`src/rtl/axi_lite_pkg.sv`:
```
// Shared definitions for the AXI4-Lite master controller: response codes,
// controller state encoding and response-status layout.
package axi_lite_pkg;

  localparam logic [1:0] RESP_OKAY   = 2'b00;
  localparam logic [1:0] RESP_EXOKAY = 2'b01;
  localparam logic [1:0] RESP_SLVERR = 2'b10;
  localparam logic [1:0] RESP_DECERR = 2'b11;

  // Status is {timeout, resp[1:0]}; a timeout reports no AXI response code.
  localparam int          STATUS_TIMEOUT_BIT = 2;
  localparam logic [2:0]  STATUS_TIMEOUT     = 3'(1 << STATUS_TIMEOUT_BIT);

  typedef enum logic [2:0] {
    ST_IDLE  = 3'd0,
    ST_WR_AD = 3'd1,
    ST_WR_B  = 3'd2,
    ST_RD_A  = 3'd3,
    ST_RD_D  = 3'd4
  } state_t;

endpackage

```
`src/rtl/axi_timeout_counter.sv`:
```
// Transaction watchdog: counts busy cycles since the last clear and flags the
// cycle in which the transaction has used up its TIMEOUT_CYCLES budget.
module axi_timeout_counter #(
  parameter int TIMEOUT_CYCLES = 16
) (
  input  logic i_clk,
  input  logic i_reset,
  input  logic i_clear,
  input  logic i_enable,
  output logic o_expired
);

  localparam int CW = (TIMEOUT_CYCLES > 2) ? $clog2(TIMEOUT_CYCLES) : 1;
  // The registered count lags the current cycle by one, so the budget is
  // exhausted when the count including this cycle reaches TIMEOUT_CYCLES-1.
  localparam logic [CW-1:0] LAST = CW'(TIMEOUT_CYCLES - 2);

  logic [CW-1:0] count;

  // NOTE: sequential state uses non-blocking assignments so every flop
  // samples pre-edge values and simulation matches the synthesized netlist.
  always_ff @(posedge i_clk) begin
    if (i_reset || i_clear) begin
      count <= '0;
    end else if (i_enable) begin
      count <= count + 1'b1;
    end
  end

  assign o_expired = i_enable && (count == LAST);

endmodule

```
`src/rtl/axi_lite_master_ctrl.sv`:
```
// Single-outstanding AXI4-Lite master: turns a command/response handshake into
// AW/W/B or AR/R transactions, with a watchdog that abandons stuck transfers.
module axi_lite_master_ctrl
  import axi_lite_pkg::*;
#(
  parameter int C_AXI_DATA_WIDTH = 32,
  parameter int C_AXI_ADDR_WIDTH = 4,
  parameter int TIMEOUT_CYCLES   = 16
) (
  input  logic                          i_clk,
  input  logic                          i_reset,
  input  logic                          i_cmd_valid,
  output logic                          o_cmd_ready,
  input  logic                          i_cmd_we,
  input  logic [C_AXI_ADDR_WIDTH-1:0]   i_cmd_addr,
  input  logic [C_AXI_DATA_WIDTH-1:0]   i_cmd_wdata,
  input  logic [C_AXI_DATA_WIDTH/8-1:0] i_cmd_wstrb,
  output logic                          o_rsp_valid,
  output logic [C_AXI_DATA_WIDTH-1:0]   o_rsp_rdata,
  output logic [2:0]                    o_rsp_status,
  output logic                          o_axi_awvalid,
  input  logic                          i_axi_awready,
  output logic [C_AXI_ADDR_WIDTH-1:0]   o_axi_awaddr,
  output logic                          o_axi_wvalid,
  input  logic                          i_axi_wready,
  output logic [C_AXI_DATA_WIDTH-1:0]   o_axi_wdata,
  output logic [C_AXI_DATA_WIDTH/8-1:0] o_axi_wstrb,
  input  logic                          i_axi_bvalid,
  output logic                          o_axi_bready,
  input  logic [1:0]                    i_axi_bresp,
  output logic                          o_axi_arvalid,
  input  logic                          i_axi_arready,
  output logic [C_AXI_ADDR_WIDTH-1:0]   o_axi_araddr,
  input  logic                          i_axi_rvalid,
  output logic                          o_axi_rready,
  input  logic [C_AXI_DATA_WIDTH-1:0]   i_axi_rdata,
  input  logic [1:0]                    i_axi_rresp
);

  state_t state;
  logic   accept;
  logic   expired;
  logic   aw_done;
  logic   w_done;
  logic   b_hs;
  logic   r_hs;
  logic   abort;

  assign o_cmd_ready = (state == ST_IDLE);
  assign accept      = i_cmd_valid && o_cmd_ready;

  // A channel counts as done once its valid has dropped or is handshaking now.
  assign aw_done = !o_axi_awvalid || i_axi_awready;
  assign w_done  = !o_axi_wvalid  || i_axi_wready;
  assign b_hs    = o_axi_bready && i_axi_bvalid;
  assign r_hs    = o_axi_rready && i_axi_rvalid;

  // A completing B/R handshake in the expiry cycle wins over the timeout.
  assign abort = expired && !b_hs && !r_hs;

  axi_timeout_counter #(
    .TIMEOUT_CYCLES(TIMEOUT_CYCLES)
  ) u_timeout (
    .i_clk     (i_clk),
    .i_reset   (i_reset),
    .i_clear   (accept),
    .i_enable  (state != ST_IDLE),
    .o_expired (expired)
  );

  always_ff @(posedge i_clk) begin
    if (i_reset) begin
      state         <= ST_IDLE;
      o_rsp_valid   <= 1'b0;
      o_rsp_rdata   <= '0;
      o_rsp_status  <= '0;
      o_axi_awvalid <= 1'b0;
      o_axi_awaddr  <= '0;
      o_axi_wvalid  <= 1'b0;
      o_axi_wdata   <= '0;
      o_axi_wstrb   <= '0;
      o_axi_bready  <= 1'b0;
      o_axi_arvalid <= 1'b0;
      o_axi_araddr  <= '0;
      o_axi_rready  <= 1'b0;
    end else begin
      o_rsp_valid <= 1'b0;
      if (abort) begin
        // Fault recovery: dropping valids mid-handshake is deliberate here.
        o_axi_awvalid <= 1'b0;
        o_axi_wvalid  <= 1'b0;
        o_axi_bready  <= 1'b0;
        o_axi_arvalid <= 1'b0;
        o_axi_rready  <= 1'b0;
        o_rsp_valid   <= 1'b1;
        o_rsp_rdata   <= '0;
        o_rsp_status  <= STATUS_TIMEOUT;
        state         <= ST_IDLE;
      end else begin
        unique case (state)
          ST_IDLE: begin
            if (i_cmd_valid) begin
              o_axi_awaddr <= i_cmd_addr;
              o_axi_araddr <= i_cmd_addr;
              o_axi_wdata  <= i_cmd_wdata;
              o_axi_wstrb  <= i_cmd_wstrb;
              if (i_cmd_we) begin
                o_axi_awvalid <= 1'b1;
                o_axi_wvalid  <= 1'b1;
                state         <= ST_WR_AD;
              end else begin
                o_axi_arvalid <= 1'b1;
                state         <= ST_RD_A;
              end
            end
          end

          ST_WR_AD: begin
            if (i_axi_awready) o_axi_awvalid <= 1'b0;
            if (i_axi_wready)  o_axi_wvalid  <= 1'b0;
            if (aw_done && w_done) begin
              o_axi_bready <= 1'b1;
              state        <= ST_WR_B;
            end
          end

          ST_WR_B: begin
            if (b_hs) begin
              o_axi_bready <= 1'b0;
              o_rsp_valid  <= 1'b1;
              o_rsp_rdata  <= '0;
              o_rsp_status <= {1'b0, i_axi_bresp};
              state        <= ST_IDLE;
            end
          end

          ST_RD_A: begin
            if (i_axi_arready) begin
              o_axi_arvalid <= 1'b0;
              o_axi_rready  <= 1'b1;
              state         <= ST_RD_D;
            end
          end

          ST_RD_D: begin
            if (r_hs) begin
              o_axi_rready <= 1'b0;
              o_rsp_valid  <= 1'b1;
              o_rsp_rdata  <= i_axi_rdata;
              o_rsp_status <= {1'b0, i_axi_rresp};
              state        <= ST_IDLE;
            end
          end

          default: state <= ST_IDLE;
        endcase
      end
    end
  end

endmodule

```
`config.mk`:
```
export PLATFORM = sky130hd
export DESIGN_NAME = axi_lite_master_ctrl
export DESIGN_NICKNAME = d
export VERILOG_FILES = /design/src/rtl/axi_lite_pkg.sv /design/src/rtl/axi_timeout_counter.sv /design/src/rtl/axi_lite_master_ctrl.sv
export SDC_FILE = /design/constraint.sdc
export NUM_CORES = 1
export LEC_CHECK = 0
export ABC_CLOCK_PERIOD_IN_PS = 5200
export BUFFER_PORTS_ARGS = -buffer_cell sky130_fd_sc_hd__buf_2
export CAP_MARGIN = 30
export CORE_MARGIN = 10
export CORE_UTILIZATION = 30
export CTS_BUF_LIST = sky130_fd_sc_hd__clkbuf_2
export DETAILED_ROUTE_END_ITERATION = 8
export PLACE_DENSITY = 0.64
export SLEW_MARGIN = 20
export SYNTH_ARGS = -nofsm -noshare
export SYNTH_HDL_FRONTEND = slang
export SYNTH_HIERARCHICAL = 1
export SYNTH_SLANG_ARGS = --single-unit
```
`constraint.sdc`:
```
create_clock -name i_clk -period 5.2 [get_ports i_clk]
set_input_delay 1.04 -clock i_clk [delete_from_list [all_inputs] [get_ports i_clk]]
set_output_delay 1.04 -clock i_clk [all_outputs]
set_load 0.02 [all_outputs]
```
==> summary.txt <==
POWER
------------------------------------------------------------------------------------------------------
Proportion of total power due to net switching                                                   29.8%
Fraction of power consumed by sequential logic                                                   56.2%
PD cells                                                                                   297 mW/mm^2
Switching power summed over all nets                                                          0.390 mW
Gate power share                                                                                 18.5%
Standby leakage power                                                                          2.05 nW
Internal power component                                                                      0.919 mW
Peak supply drop                                                                              0.145 mV
Clock share of power                                                                             25.2%

STA
------------------------------------------------------------------------------------------------------
Shortest period the worst path allows                                                          2.59 ns
Setup-violating endpoint count in the final report                                                   0
Max frequency                                                                                  387 MHz
Tightest Pin Transition                                                                       0.852 ns
Max-slew violation count                                                                             0
Final hold violation count                                                                           0
Max-slew headroom                                                                                43.2%
Worst clock skew                                                                             0.0213 ns
Setup_tns                                                                                         0 ns
Tcrit/Tclk final                                                                                 49.7%
PnR worst setup slack                                                                          2.61 ns
RSZ-0062 raised after global routing                                                             false

DRT
------------------------------------------------------------------------------------------------------
1st-pass router iterations                                                                           4
Final WL                                                                                       9990 um
Post-DR vias/cell                                                                                 4.64
Violation count after the first detailed-routing iteration                                         155
Count of vias placed by the detailed router                                                       3101
DRT antenna net count                                                                                0
DRC Markers                                                                                          0
Post-detailed-route wirelength per cell                                                        14.9 um

PLACE
------------------------------------------------------------------------------------------------------
Quantity of I/O buffers inserted on ports                                                          170
Sum of net half-perimeters after detailed placement                                            7360 um
Post-Place Worst Slack                                                                         2.33 ns
Final weighted congestion in routability-driven placement                                        0.779

WORST SETUP PATH
------------------------------------------------------------------------------------------------------
Worst-path maximum fanout                                                                           16
Critical register-to-register path endpoint                                               o_axi_wdata[8]
End point of the critical path                                                             o_cmd_ready
Kind of end point of the critical path                                                      output pin
CP Launch Point                                                                               state[1]
Worst Path Required                                                                            4.16 ns
Delay of the slowest cell on the worst path                                                    0.50 ns
Kind of start point of the critical path                                                          flop
Cell at the slowest stage of the critical path                                            sky130_fd_sc_hd__dfxtp_1
Worst Path Class, Setup                                                                        reg2out
Cell depth of the worst flop-to-flop path                                                            7
Startpoint of the most critical register-to-register path                                     state[1]
FF-to-FF setup slack                                                                           2.82 ns
Arrival time of data at the critical path endpoint                                             1.55 ns
Critical Path, Cell by Cell                                                               nor3_1 -> buf_2

SYNTH
------------------------------------------------------------------------------------------------------
Count of different cell masters after synthesis                                                     36
Seq/Total Area, Yosys                                                                            51.7%
Gate Count Post-Synth                                                                              370
Count of flip-flops with a built-in enable after synthesis                                           0
Commonest register cell after synthesis                                                   sky130_fd_sc_hd__dfxtp_1
Mean area per synthesized cell                                                              9.21 sq um
Yosys reg bits                                                                                      88
Syn_nets                                                                                           457
Fraction of synthesis flops using an asynchronous set or reset pin                                  0%
Warnings from Yosys                                                                                  6
Post-Synthesis Cell Area                                                                  0.00341 sq mm

CTS
------------------------------------------------------------------------------------------------------
Clock tree from TritonCTS                                                                          yes
Later-pin clock latency in the skew report                                                     0.54 ns
# clock sinks                                                                                       88
H-Tree Level Count                                                                                   3
CTS max path bufs                                                                                    2
Clock transition at the register clock pins on the worst setup and hold paths after CTS        0.22 ns
Hold buffer count at cts                                                                             0
Resize count post-CTS                                                                                0
CTS buffer count                                                                                     9
Root Buffer                                                                               sky130_fd_sc_hd__clkbuf_2
Post-CTS setup-driven buffer insertion count                                                         0

FINAL LAYOUT
------------------------------------------------------------------------------------------------------
# fillers                                                                                         1116
Ant. Diodes                                                                                          0
Total Nets Final                                                                                   611
Relative area change from synthesis to final layout                                              29.2%
Share of cells above drive strength 1                                                            36.9%

FLOORPLAN
------------------------------------------------------------------------------------------------------
Starting Density                                                                                 31.0%
Number of core rows                                                                                 38
I/O pin total                                                                                      171
Area enclosed by the die boundary                                                         0.0160 sq mm
Overall die width                                                                               127 um
Area of the placeable core                                                                0.0110 sq mm
Die Y-Extent                                                                                    127 um

GRT
------------------------------------------------------------------------------------------------------
Number of global-route vias before repair                                                         3159
Remaining global-route overflow                                                                      0
Busiest grt layer                                                                                 met2
Initial antenna violation count                                                                      0
First-pass GRT wire length                                                                    15900 um
Met3 Resource Use GR                                                                             6.66%
Met2 Resource Use GR                                                                             17.5%
Pin count of the biggest net entering global routing                                                49
Met1 track utilization from global routing                                                       14.0%
Overall track demand over capacity in global routing                                             12.1%

RUN STATUS
------------------------------------------------------------------------------------------------------
Run status                                                                                finished clean

RUN
------------------------------------------------------------------------------------------------------
Number of maximum-capacitance violations                                                             0

MIN PATH
------------------------------------------------------------------------------------------------------
Hold Path Class                                                                                reg2reg

## registers in the layout, indices dropped and copies added (netlist names), 3 cells and up
signal	count
o_axi_araddr	4
o_axi_wdata	32
o_axi_wstrb	4
o_rsp_rdata	32
o_rsp_status	3
state	3
u_timeout/count	4
## logic make-up (layout without fill, tap and decap cells)
logic type	count (synthesis)	count (layout)	share of synthesized area (%)
AND/OR/NAND/NOR	147	147	19.6
flip-flops	88	88	51.7
AO/OA/AOI/OAI	54	54	9.47
multiplexers	43	43	12.7
buffers and inverters	35	194	5.58
adder cells (fa/ha/maj)	2	2	0.734
XOR/XNOR	1	1	0.257
## Yosys cell counts (all sizes together) (2+ instances only)
master	instances	area [sq um]
nand3	37	185
a21oi	42	214
nand2	43	161
nor2	46	173
nand2b	2	12.5
nor2b	3	18.8
a211oi	3	22.5
nor3	4	20.0
nand4b	2	17.5
ha	2	25.0
buf	17	123
dfxtp	88	1760
a31oi	2	27.5
clkbuf	15	56.3
nand3b	2	15.0
a21bo	2	20.0
nor3b	3	22.5
inv	3	11.3
mux2i	42	420
## power groups by stage
stage	clock network, mW	logic, mW	registers [mW]
floorplan	0	0.133	0.781
global route	0.383	0.268	0.742
finish	0.330	0.242	0.736
detailed placement	0	0.247	0.749
global placement	0	0.241	0.748
CTS	0.352	0.247	0.736
## metrics by stage
stage	std cells	hold slack [ns]	utilization [%]	total power, mW	cell area (sq um)
6_report	669	0.466	40.1	1.31	4410
3_3_place_gp	652	0.436	39.1	0.989	4290
4_1_cts	669	0.465	40.1	1.34	4410
5_1_grt	669	0.483	40.1	1.39	4410
3_5_place_dp	653	0.442	39.2	0.996	4310
2_1_floorplan	370	0.487	-	0.915	3410
## how the worst min path moves through the flow
| stage | from | endpoint | slack (ns) | cells after the start |
|---|---|---|---|---|
| floorplan | u_timeout/count[1] | u_timeout/count[1] | 0.49 | 2 |
| global placement | o_rsp_rdata[22] | o_rsp_rdata[22] | 0.44 | 2 |
| detailed placement | o_rsp_rdata[20] | o_rsp_rdata[20] | 0.44 | 2 |
| CTS | o_rsp_rdata[30] | o_rsp_rdata[30] | 0.47 | 2 |
| global route | o_rsp_rdata[29] | o_rsp_rdata[29] | 0.48 | 2 |
| finish | o_rsp_rdata[10] | o_rsp_rdata[10] | 0.47 | 2 |
## layout make-up
| type | instances | area (sq um) | area share [%] |
|---|---|---|---|
| Sequential cell | 88 | 1760 | 40.0 |
| Multi-Input combinational cell | 247 | 1460 | 33.2 |
| Timing Repair Buffer | 175 | 896 | 20.3 |
| Tap cell | 140 | 175 | 3.98 |
| Clock buffer | 10 | 50.0 | 1.14 |
| Clock inverter | 6 | 50.0 | 1.14 |
| Inverter | 3 | 11.3 | 0.256 |
## layer usage
metal	vias up	wire [um]
li1	1565	-
met1	1391	4230
met2	131	4260
met3	14	1320
met4	0	182
met5	-	0
## layout by cell type (no fill, tap or decap), drive strengths merged, types with 2 or more instances in the layout
cell,instances
mux2i,42
inv,3
clkinv,5
nand4b,2
nor3b,3
nand2,43
nor3,4
nor2b,3
nand3b,2
a211oi,3
nand2b,2
buf,175
nand3,37
dfxtp,88
a21oi,42
a21bo,2
nor2,46
ha,2
a31oi,2
clkbuf,10
## worst max-delay path: cells and delay by family (launching register included)
| kind | cells | cell delay (ns) |
|---|---|---|
| flops | 1 | 0.50 |
| buf+inv | 1 | 0.22 |
| simple gates | 1 | 0.28 |
Note: power is estimated with default switching activity, not from simulation.
